`config.mk`:
```
export PLATFORM = sky130hd
export DESIGN_NAME = stepper_phase_decoder_flat
export DESIGN_NICKNAME = d
export VERILOG_FILES = /design/src/rtl/stepper_phase_decoder_pkg.sv /design/src/rtl/stepper_phase_decoder_if.sv /design/src/rtl/stepper_phase_decoder_chan.sv /design/src/rtl/stepper_phase_decoder.sv /design/src/flat_wrapper.sv
export SDC_FILE = /design/constraint.sdc
export NUM_CORES = 1
export LEC_CHECK = 0
export ABC_CLOCK_PERIOD_IN_PS = 4400
export CAP_MARGIN = 25
export CORE_MARGIN = 1
export CORE_UTILIZATION = 50
export DETAILED_ROUTE_END_ITERATION = 10
export GPL_TIMING_DRIVEN = 0
export PLACE_DENSITY = 0.8
export RECOVER_POWER = 100
export SKIP_LAST_GASP = 1
export SLEW_MARGIN = 20
export SYNTH_ARGS = -nofsm -noshare
export SYNTH_HDL_FRONTEND = slang
export SYNTH_SLANG_ARGS = --single-unit
```
`constraint.sdc`:
```
create_clock -name clk -period 4.4 [get_ports clk]
set_input_delay 0.44 -clock clk [delete_from_list [all_inputs] [get_ports clk]]
set_output_delay 0.44 -clock clk [all_outputs]
set_load 0.05 [all_outputs]
```
`src/rtl/stepper_phase_decoder_pkg.sv`:
```
// Shared types and pattern constants for the two-channel stepper phase decoder.
package stepper_pkg;

  typedef logic [2:0] idx_t;
  typedef logic [3:0] pat_t;

  // Half-step patterns {A,B,C,D}, active-low coil lines, index 0..7
  localparam pat_t PAT_I0   = 4'b0111;
  localparam pat_t PAT_I1   = 4'b0011;
  localparam pat_t PAT_I2   = 4'b1011;
  localparam pat_t PAT_I3   = 4'b1001;
  localparam pat_t PAT_I4   = 4'b1101;
  localparam pat_t PAT_I5   = 4'b1100;
  localparam pat_t PAT_I6   = 4'b1110;
  localparam pat_t PAT_I7   = 4'b0110;
  localparam pat_t PAT_IDLE = 4'b1010;

  typedef struct packed {
    logic legal;
    logic idle;
    idx_t idx;
  } dec_t;

  typedef enum logic {
    ST_UNLOCKED = 1'b0,
    ST_LOCKED   = 1'b1
  } chan_state_e;

  // Classify a coil pattern as legal (with its half-step index), idle, or illegal
  function automatic dec_t decode_pat(input pat_t p);
    dec_t d;
    d = '{legal: 1'b1, idle: 1'b0, idx: 3'd0};
    case (p)
      PAT_I0:   d.idx = 3'd0;
      PAT_I1:   d.idx = 3'd1;
      PAT_I2:   d.idx = 3'd2;
      PAT_I3:   d.idx = 3'd3;
      PAT_I4:   d.idx = 3'd4;
      PAT_I5:   d.idx = 3'd5;
      PAT_I6:   d.idx = 3'd6;
      PAT_I7:   d.idx = 3'd7;
      PAT_IDLE: begin
        d.legal = 1'b0;
        d.idle  = 1'b1;
      end
      default:  d.legal = 1'b0;
    endcase
    return d;
  endfunction

endpackage

```
`src/rtl/stepper_phase_decoder_if.sv`:
```
// Bundle of phase inputs, clear strobes and per-channel status outputs.
interface stepper_phase_decoder_if #(
  parameter int POS_W    = 16,
  parameter int PERIOD_W = 20
);
  logic [3:0]                ph0;
  logic [3:0]                ph1;
  logic [1:0]                pos_clear;
  logic [1:0]                err_clear;
  logic [1:0]                locked;
  logic [1:0]                step_pulse;
  logic [1:0]                step_dir;
  logic signed [POS_W-1:0]   pos0;
  logic signed [POS_W-1:0]   pos1;
  logic [PERIOD_W-1:0]       period0;
  logic [PERIOD_W-1:0]       period1;
  logic [1:0]                period_valid;
  logic [1:0]                err_illegal;
  logic [1:0]                err_skip;

  modport master (
    output ph0, ph1, pos_clear, err_clear,
    input  locked, step_pulse, step_dir, pos0, pos1, period0, period1,
           period_valid, err_illegal, err_skip
  );

  modport slave (
    input  ph0, ph1, pos_clear, err_clear,
    output locked, step_pulse, step_dir, pos0, pos1, period0, period1,
           period_valid, err_illegal, err_skip
  );
endinterface

```
`src/rtl/stepper_phase_decoder_chan.sv`:
```
// One decoder channel: synchronizer, stability filter, lock FSM, position and period counters.
module stepper_phase_chan
  import stepper_pkg::*;
#(
  parameter int SYNC_STAGES   = 2,
  parameter int STABLE_CYCLES = 4,
  parameter int POS_W         = 16,
  parameter int PERIOD_W      = 20
) (
  input  logic                     clk,
  input  logic                     reset,
  input  pat_t                     ph_i,
  input  logic                     pos_clear_i,
  input  logic                     err_clear_i,
  output logic                     locked_o,
  output logic                     step_pulse_o,
  output logic                     step_dir_o,
  output logic signed [POS_W-1:0]  pos_o,
  output logic [PERIOD_W-1:0]      period_o,
  output logic                     period_valid_o,
  output logic                     err_illegal_o,
  output logic                     err_skip_o
);

  localparam int RUN_W = $clog2(STABLE_CYCLES + 1);
  localparam logic [RUN_W-1:0] RUN_MAX = RUN_W'(STABLE_CYCLES);

  function automatic logic [PERIOD_W-1:0] sat_inc(input logic [PERIOD_W-1:0] v);
    return (&v) ? v : v + 1'b1;
  endfunction

  pat_t                    sync_q [SYNC_STAGES];
  pat_t                    cand_q, acc_q;
  logic [RUN_W-1:0]        run_q;
  chan_state_e             state_q, state_d;
  idx_t                    idx_q, idx_d;
  logic signed [POS_W-1:0] pos_q, pos_d;
  logic                    dir_q, dir_d, pulse_q, pulse_d;
  logic [PERIOD_W-1:0]     cnt_q, cnt_d, period_q, period_d;
  logic                    pvalid_q, pvalid_d, seen_q, seen_d;
  logic                    ill_q, ill_d, skip_q, skip_d;
  logic                    new_ill, new_skip;
  pat_t                    sync_out;
  logic                    accept;
  dec_t                    dec;
  idx_t                    delta;

  assign sync_out = sync_q[SYNC_STAGES-1];
  // A held candidate is only evaluated when it differs from the last accepted pattern
  assign accept   = (run_q == RUN_MAX) && (cand_q != acc_q);
  assign dec      = decode_pat(cand_q);
  assign delta    = dec.idx - idx_q;

  // Metastability synchronizer chain for the asynchronous coil lines
  always_ff @(posedge clk) begin
    if (reset) begin
      for (int i = 0; i < SYNC_STAGES; i++) sync_q[i] <= PAT_IDLE;
    end else begin
      sync_q[0] <= ph_i;
      for (int i = 1; i < SYNC_STAGES; i++) sync_q[i] <= sync_q[i-1];
    end
  end

  // Run-length filter: count consecutive identical synchronized samples
  always_ff @(posedge clk) begin
    if (reset) begin
      cand_q <= PAT_IDLE;
      acc_q  <= PAT_IDLE;
      run_q  <= '0;
    end else begin
      cand_q <= sync_out;
      if (sync_out != cand_q) run_q <= RUN_W'(1);
      else if (run_q != RUN_MAX) run_q <= run_q + 1'b1;
      if (accept) acc_q <= cand_q;
    end
  end

  // Lock FSM next state, step decode, position/period/error updates
  always_comb begin
    state_d  = state_q;
    idx_d    = idx_q;
    pos_d    = pos_q;
    dir_d    = dir_q;
    pulse_d  = 1'b0;
    period_d = period_q;
    pvalid_d = pvalid_q;
    seen_d   = seen_q;
    cnt_d    = (state_q == ST_LOCKED) ? sat_inc(cnt_q) : '0;
    new_ill  = 1'b0;
    new_skip = 1'b0;
    if (accept) begin
      if (state_q == ST_UNLOCKED) begin
        if (dec.legal) begin
          state_d = ST_LOCKED;
          idx_d   = dec.idx;
          seen_d  = 1'b0;
        end else if (!dec.idle) begin
          new_ill = 1'b1;
        end
      end else if (dec.legal) begin
        if (delta == 3'd1 || delta == 3'd7) begin
          pos_d    = (delta == 3'd1) ? pos_q + POS_W'(1) : pos_q - POS_W'(1);
          dir_d    = (delta == 3'd1);
          pulse_d  = 1'b1;
          period_d = sat_inc(cnt_q);
          cnt_d    = '0;
          pvalid_d = pvalid_q | seen_q;
          seen_d   = 1'b1;
        end else begin
          new_skip = 1'b1;
        end
        idx_d = dec.idx;
      end else begin
        state_d  = ST_UNLOCKED;
        cnt_d    = '0;
        pvalid_d = 1'b0;
        seen_d   = 1'b0;
        new_ill  = !dec.idle;
      end
    end
    if (pos_clear_i) pos_d = '0;
    // A new error wins over a simultaneous clear
    ill_d  = (ill_q  & ~err_clear_i) | new_ill;
    skip_d = (skip_q & ~err_clear_i) | new_skip;
  end

  // Channel state registers
  always_ff @(posedge clk) begin
    if (reset) begin
      state_q  <= ST_UNLOCKED;
      idx_q    <= '0;
      pos_q    <= '0;
      dir_q    <= 1'b0;
      pulse_q  <= 1'b0;
      cnt_q    <= '0;
      period_q <= '0;
      pvalid_q <= 1'b0;
      seen_q   <= 1'b0;
      ill_q    <= 1'b0;
      skip_q   <= 1'b0;
    end else begin
      state_q  <= state_d;
      idx_q    <= idx_d;
      pos_q    <= pos_d;
      dir_q    <= dir_d;
      pulse_q  <= pulse_d;
      cnt_q    <= cnt_d;
      period_q <= period_d;
      pvalid_q <= pvalid_d;
      seen_q   <= seen_d;
      ill_q    <= ill_d;
      skip_q   <= skip_d;
    end
  end

  assign locked_o       = (state_q == ST_LOCKED);
  assign step_pulse_o   = pulse_q;
  assign step_dir_o     = dir_q;
  assign pos_o          = pos_q;
  assign period_o       = period_q;
  assign period_valid_o = pvalid_q;
  assign err_illegal_o  = ill_q;
  assign err_skip_o     = skip_q;

endmodule

```
`src/rtl/stepper_phase_decoder.sv`:
```
// Two-channel stepper phase decoder top: two independent channels mapped onto the bus.
module stepper_phase_decoder
  import stepper_pkg::*;
#(
  parameter int SYNC_STAGES   = 2,
  parameter int STABLE_CYCLES = 4,
  parameter int POS_W         = 16,
  parameter int PERIOD_W      = 20
) (
  input logic                clk,
  input logic                reset,
  stepper_phase_decoder_if.slave bus
);

  logic lock0, lock1, pls0, pls1, dir0, dir1, pv0, pv1, ill0, ill1, skp0, skp1;

  stepper_phase_chan #(
    .SYNC_STAGES(SYNC_STAGES), .STABLE_CYCLES(STABLE_CYCLES),
    .POS_W(POS_W), .PERIOD_W(PERIOD_W)
  ) u_chan0 (
    .clk(clk), .reset(reset), .ph_i(bus.ph0),
    .pos_clear_i(bus.pos_clear[0]), .err_clear_i(bus.err_clear[0]),
    .locked_o(lock0), .step_pulse_o(pls0), .step_dir_o(dir0),
    .pos_o(bus.pos0), .period_o(bus.period0), .period_valid_o(pv0),
    .err_illegal_o(ill0), .err_skip_o(skp0)
  );

  stepper_phase_chan #(
    .SYNC_STAGES(SYNC_STAGES), .STABLE_CYCLES(STABLE_CYCLES),
    .POS_W(POS_W), .PERIOD_W(PERIOD_W)
  ) u_chan1 (
    .clk(clk), .reset(reset), .ph_i(bus.ph1),
    .pos_clear_i(bus.pos_clear[1]), .err_clear_i(bus.err_clear[1]),
    .locked_o(lock1), .step_pulse_o(pls1), .step_dir_o(dir1),
    .pos_o(bus.pos1), .period_o(bus.period1), .period_valid_o(pv1),
    .err_illegal_o(ill1), .err_skip_o(skp1)
  );

  assign bus.locked       = {lock1, lock0};
  assign bus.step_pulse   = {pls1, pls0};
  assign bus.step_dir     = {dir1, dir0};
  assign bus.period_valid = {pv1, pv0};
  assign bus.err_illegal  = {ill1, ill0};
  assign bus.err_skip     = {skp1, skp0};

endmodule

```
`src/flat_wrapper.sv`:
```
// flat-port wrapper written by rule: the top's interface ports become plain ports
module stepper_phase_decoder_flat import stepper_pkg::*;
#(
  parameter int SYNC_STAGES   = 2,
  parameter int STABLE_CYCLES = 4,
  parameter int POS_W         = 16,
  parameter int PERIOD_W      = 20
)
  (clk, reset, bus_ph0, bus_ph1, bus_pos_clear, bus_err_clear, bus_locked, bus_step_pulse, bus_step_dir, bus_pos0, bus_pos1, bus_period0, bus_period1, bus_period_valid, bus_err_illegal, bus_err_skip);
  stepper_phase_decoder_if #(.POS_W(POS_W), .PERIOD_W(PERIOD_W)) bus_i ();
  input logic clk;
  input logic reset;
  input wire logic [$bits(bus_i.ph0)-1:0] bus_ph0;
  input wire logic [$bits(bus_i.ph1)-1:0] bus_ph1;
  input wire logic [$bits(bus_i.pos_clear)-1:0] bus_pos_clear;
  input wire logic [$bits(bus_i.err_clear)-1:0] bus_err_clear;
  output wire logic [$bits(bus_i.locked)-1:0] bus_locked;
  output wire logic [$bits(bus_i.step_pulse)-1:0] bus_step_pulse;
  output wire logic [$bits(bus_i.step_dir)-1:0] bus_step_dir;
  output wire logic [$bits(bus_i.pos0)-1:0] bus_pos0;
  output wire logic [$bits(bus_i.pos1)-1:0] bus_pos1;
  output wire logic [$bits(bus_i.period0)-1:0] bus_period0;
  output wire logic [$bits(bus_i.period1)-1:0] bus_period1;
  output wire logic [$bits(bus_i.period_valid)-1:0] bus_period_valid;
  output wire logic [$bits(bus_i.err_illegal)-1:0] bus_err_illegal;
  output wire logic [$bits(bus_i.err_skip)-1:0] bus_err_skip;
  assign bus_i.ph0 = bus_ph0;
  assign bus_i.ph1 = bus_ph1;
  assign bus_i.pos_clear = bus_pos_clear;
  assign bus_i.err_clear = bus_err_clear;
  assign bus_locked = bus_i.locked;
  assign bus_step_pulse = bus_i.step_pulse;
  assign bus_step_dir = bus_i.step_dir;
  assign bus_pos0 = bus_i.pos0;
  assign bus_pos1 = bus_i.pos1;
  assign bus_period0 = bus_i.period0;
  assign bus_period1 = bus_i.period1;
  assign bus_period_valid = bus_i.period_valid;
  assign bus_err_illegal = bus_i.err_illegal;
  assign bus_err_skip = bus_i.err_skip;
  stepper_phase_decoder #(.SYNC_STAGES(SYNC_STAGES), .STABLE_CYCLES(STABLE_CYCLES), .POS_W(POS_W), .PERIOD_W(PERIOD_W)) u_core (.clk(clk), .reset(reset), .bus(bus_i));
endmodule
```
==> impl_metrics.tcl <==
set metrics [dict create \
    dpl.hpwl_um 13800 \
    detail_route.first_pass.iterations 5 \
    clockRootBuffer "clkbuf_16" \
    synth-xor-area-share_pct 7.68 \
    syn_inst 994 \
    synth.avg_cell_area_um2 8.49 \
    grt_pass1_wl_um 32300 \
    drtAntennaViolNets 0 \
    worst_ep_arrival_time_ns 4.64 \
    area_delta_synth_final_pct 24.2 \
    synth_edf_count 0 \
    ys_ff_latch 170 \
    cts_max_level 4 \
    boundaryPins 98 \
    wl_per_cell_um 14.9 \
    first_iter_violations 404 \
    synth_flop_cell "dfxtp_1" \
    max_cap_violations 0 \
    drt-total-wl_um 20100 \
    grt_remaining_overflow 0 \
    antenna_found_initial 0 \
    cp_slowest_cell "fa_1" \
    die_area_um2 17400 \
    cts_buffers 17 \
    grt_use_total_pct 22.9 \
    cts_tree "yes" \
    die_w_um 132 \
    drv_slew 0 \
    grt_max_degree 18 \
    yosys.area.top_type "dfxtp_1" \
    drc_errors 0 \
    hp-class "reg -> reg" \
    setup_violations 0 \
    synth_top_family_by_area "simple AND/OR/NAND/NOR gates" \
    cpLargestDelayFamily "compound AO/OA/AOI/OAI gates" \
    hold_ws_ns 0.409 \
    power_switching_uw 775 \
    met1_usage_pct 28.9 \
    worstPathMaxFanout 10 \
    portBuffers 97 \
    ys_seq_area_share_pct 40.3 \
    busiest_layer "met2" \
    fin_skew_ns 0.00758 \
    antenna_cells 0 \
    relSlewSlack_pct 45.5 \
    cp-end-kind "flip-flop" \
    synth_top_area_share_pct 40.3 \
    grt_use_met2_pct 39.5 \
    grt_use_met3_pct 3.61 \
    hold_viol_final 0 \
    clock_path_buffers 2 \
    ys_async_sr_fraction_pct 0 \
    cp_cell_sequence "buf_2, or2_1, nand4_1, ha_1, fa_1, xor2_2, and4_1, o21ai_1, nand2b_4, ha_1, a211oi_1, nor2_1, o21a_2, o311ai_4, o21ai_0, mux2i_1, mux2i_1" \
    synth_area_um2 8440 \
    ys_warn_count 0 \
    clock_sinks 170 \
    combPwrFrac_pct 3.8 \
    powerDensity_nw_per_um2 315 \
    initial_core_util_pct 51.1 \
    num_vias 7401 \
    post-place-cells 1311 \
    path_clk_slew_ns 0.07 \
    place_congestion 0.862 \
    cp-start-kind "flip-flop" \
    worstSetupPathType "reg -> reg" \
    grt_pass1_vias 6797 \
    finalCritPeriodShare_pct 97.2 \
    crit_buf_inv 1 \
    clock_power_share_pct 49.0 \
    internal_power_mw 2.52 \
    via_per_inst 5.49 \
    rows 47 \
    status "finished, final reports clean" \
    syn_nets 1050 \
    nNetsFinal 1172 \
    worst_ep_required_time_ns 4.76 \
    synth.area.top_cells "dfxtp_1 (40%), nor2_1 (5.9%), ha_1 (5.6%)" \
    ir_drop_v 0.000291 \
    swShare_pct 23.5 \
    rsz0062_at_grt "yes" \
    cellLeakagePower_nw 4.09 \
    p_total_mw 3.30 \
    yosys.area_share.simple_pct 23.7 \
    fin_util_pct 63.4 \
    die_y_um 132 \
    synth-compound-area-share_pct 15.1 \
    core_region_area_um2 16500 \
    period_minus_slack_ns 4.28 \
    p_seq_share_pct 47.3 \
    worstMarginPinSlew_ns 0.817 \
    fmax_mhz 234 \
    cp_slowest_stage_delay_ns 0.46 \
    final_cell_count_no_fill 1349 \
    synth.most_common_cell "dfxtp_1" \
    synthTopCellsByCount "dfxtp_1 (170), nor2_1 (133), nand2_1 (95), a21oi_1 (70), xnor2_1 (49)" \
    drive_above_1_share_pct 9.92 \
    worstSkewPairLatency_ns 0.44 \
    synth-adder-area-share_pct 6.58 \
    synth.distinct_cells 65 \
    synth.mux.area_fraction_pct 2.02 \
]
timing repair:
item / 4_1_cts / 5_1_grt
pin swaps: 5 / 5
hold buffers: 0 / 0
setup buffers: 5 / 2
resized for setup: 10 / 12
setup endpoints to repair: 16 / 12
per-stage QoR:
step | setup TNS (ns) | instance area [µm²] | worst slack (ns)
floorplan | 0 | 8440 | 0.0216
global placement | -2.78 | 9680 | -0.665
detailed placement | -4.18 | 9680 | -0.780
CTS | 0 | 10400 | 0.0109
global route | -0.137 | 10500 | -0.111
finish | 0 | 10500 | 0.121
placed cells by master, fill, tap and decap left out, drive strengths merged, types with 25 or more instances in the layout:
| cell type | count |
|---|---|
| a211oi | 36 |
| a21oi | 71 |
| buf | 37 |
| clkbuf | 40 |
| dfxtp | 170 |
| dlygate4sd3 | 85 |
| ha | 38 |
| inv | 34 |
| nand2 | 96 |
| nand3 | 39 |
| nor2 | 134 |
| nor2b | 28 |
| nor3 | 25 |
| o21ai | 43 |
| xnor2 | 50 |
worst paths after layout:
check | slack [ns] | end | cells after the start | from
worst max-delay path | 0.12 | u_core.u_chan1.pos_o[15] | 17 | u_core.u_chan1.cand_q[3]
worst min-delay path | 0.41 | u_core.u_chan1.sync_q[0][7] | 1 | u_core.u_chan1.sync_q[0][3]
worst max register to register | 0.12 | u_core.u_chan1.pos_o[15] | 17 | u_core.u_chan1.cand_q[3]
worst min register to register | 0.41 | u_core.u_chan1.sync_q[0][7] | 1 | u_core.u_chan1.sync_q[0][3]
sequential cells by signal, summed over array words and instances (netlist names), 4 cells and up:
name / count
u_core.u_chan1.pos_o: 16
u_core.u_chan1.cnt_q: 20
u_core.u_chan0.cnt_q: 20
u_core.u_chan0.pos_o: 16
u_core.u_chan1.sync_q: 8
u_core.u_chan0.sync_q: 8
u_core.u_chan0.period_o: 20
u_core.u_chan1.cand_q: 4
u_core.u_chan0.acc_q: 4
u_core.u_chan0.cand_q: 4
u_core.u_chan1.acc_q: 4
u_core.u_chan1.period_o: 20
final cells by class:
class / instances / area, µm²
buffer: 53 / 288
multi-input combinational: 743 / 4760
inverter: 27 / 101
sequential: 170 / 3400
tap: 220 / 275
clock buffer: 17 / 425
clock inverter: 15 / 206
fill: 1372 / 6040
timing repair buffer: 104 / 1020
power groups by stage:
stage	clock [mW]	sequential, mW	combinational (mW)
final	1.62	1.56	0.124
after global routing	1.68	1.56	0.137
after CTS	1.62	1.56	0.122
after detailed placement	0	1.59	0.120
after global placement	0	1.59	0.117
after floorplan	0	1.59	0.0833
routing by layer:
layer	vias to the layer above	part of all wire, %
li1	3695	-
met1	3489	45
met2	183	49
met3	34	4.0
met4	0	1.9
met5	-	0
cells by family after synthesis:
| family | count (synthesis) |
|---|---|
| simple gates | 412 |
| compound gates | 202 |
| flops | 170 |
| buf+inv | 81 |
| xor+xnor | 70 |
| fa+ha+maj | 42 |
| mux | 17 |
worst reg2reg max path, delay by kind of cell (launching register included):
kind,cells,cell delay [ns]
AO/OA/AOI/OAI,5,1.30
XOR/XNOR,1,0.17
adder cells (fa/ha/maj),3,0.94
buffers and inverters,1,0.21
flip-flops,1,0.30
multiplexers,2,0.44
AND/OR/NAND/NOR,5,0.85
(Power assumes the default switching activity.)
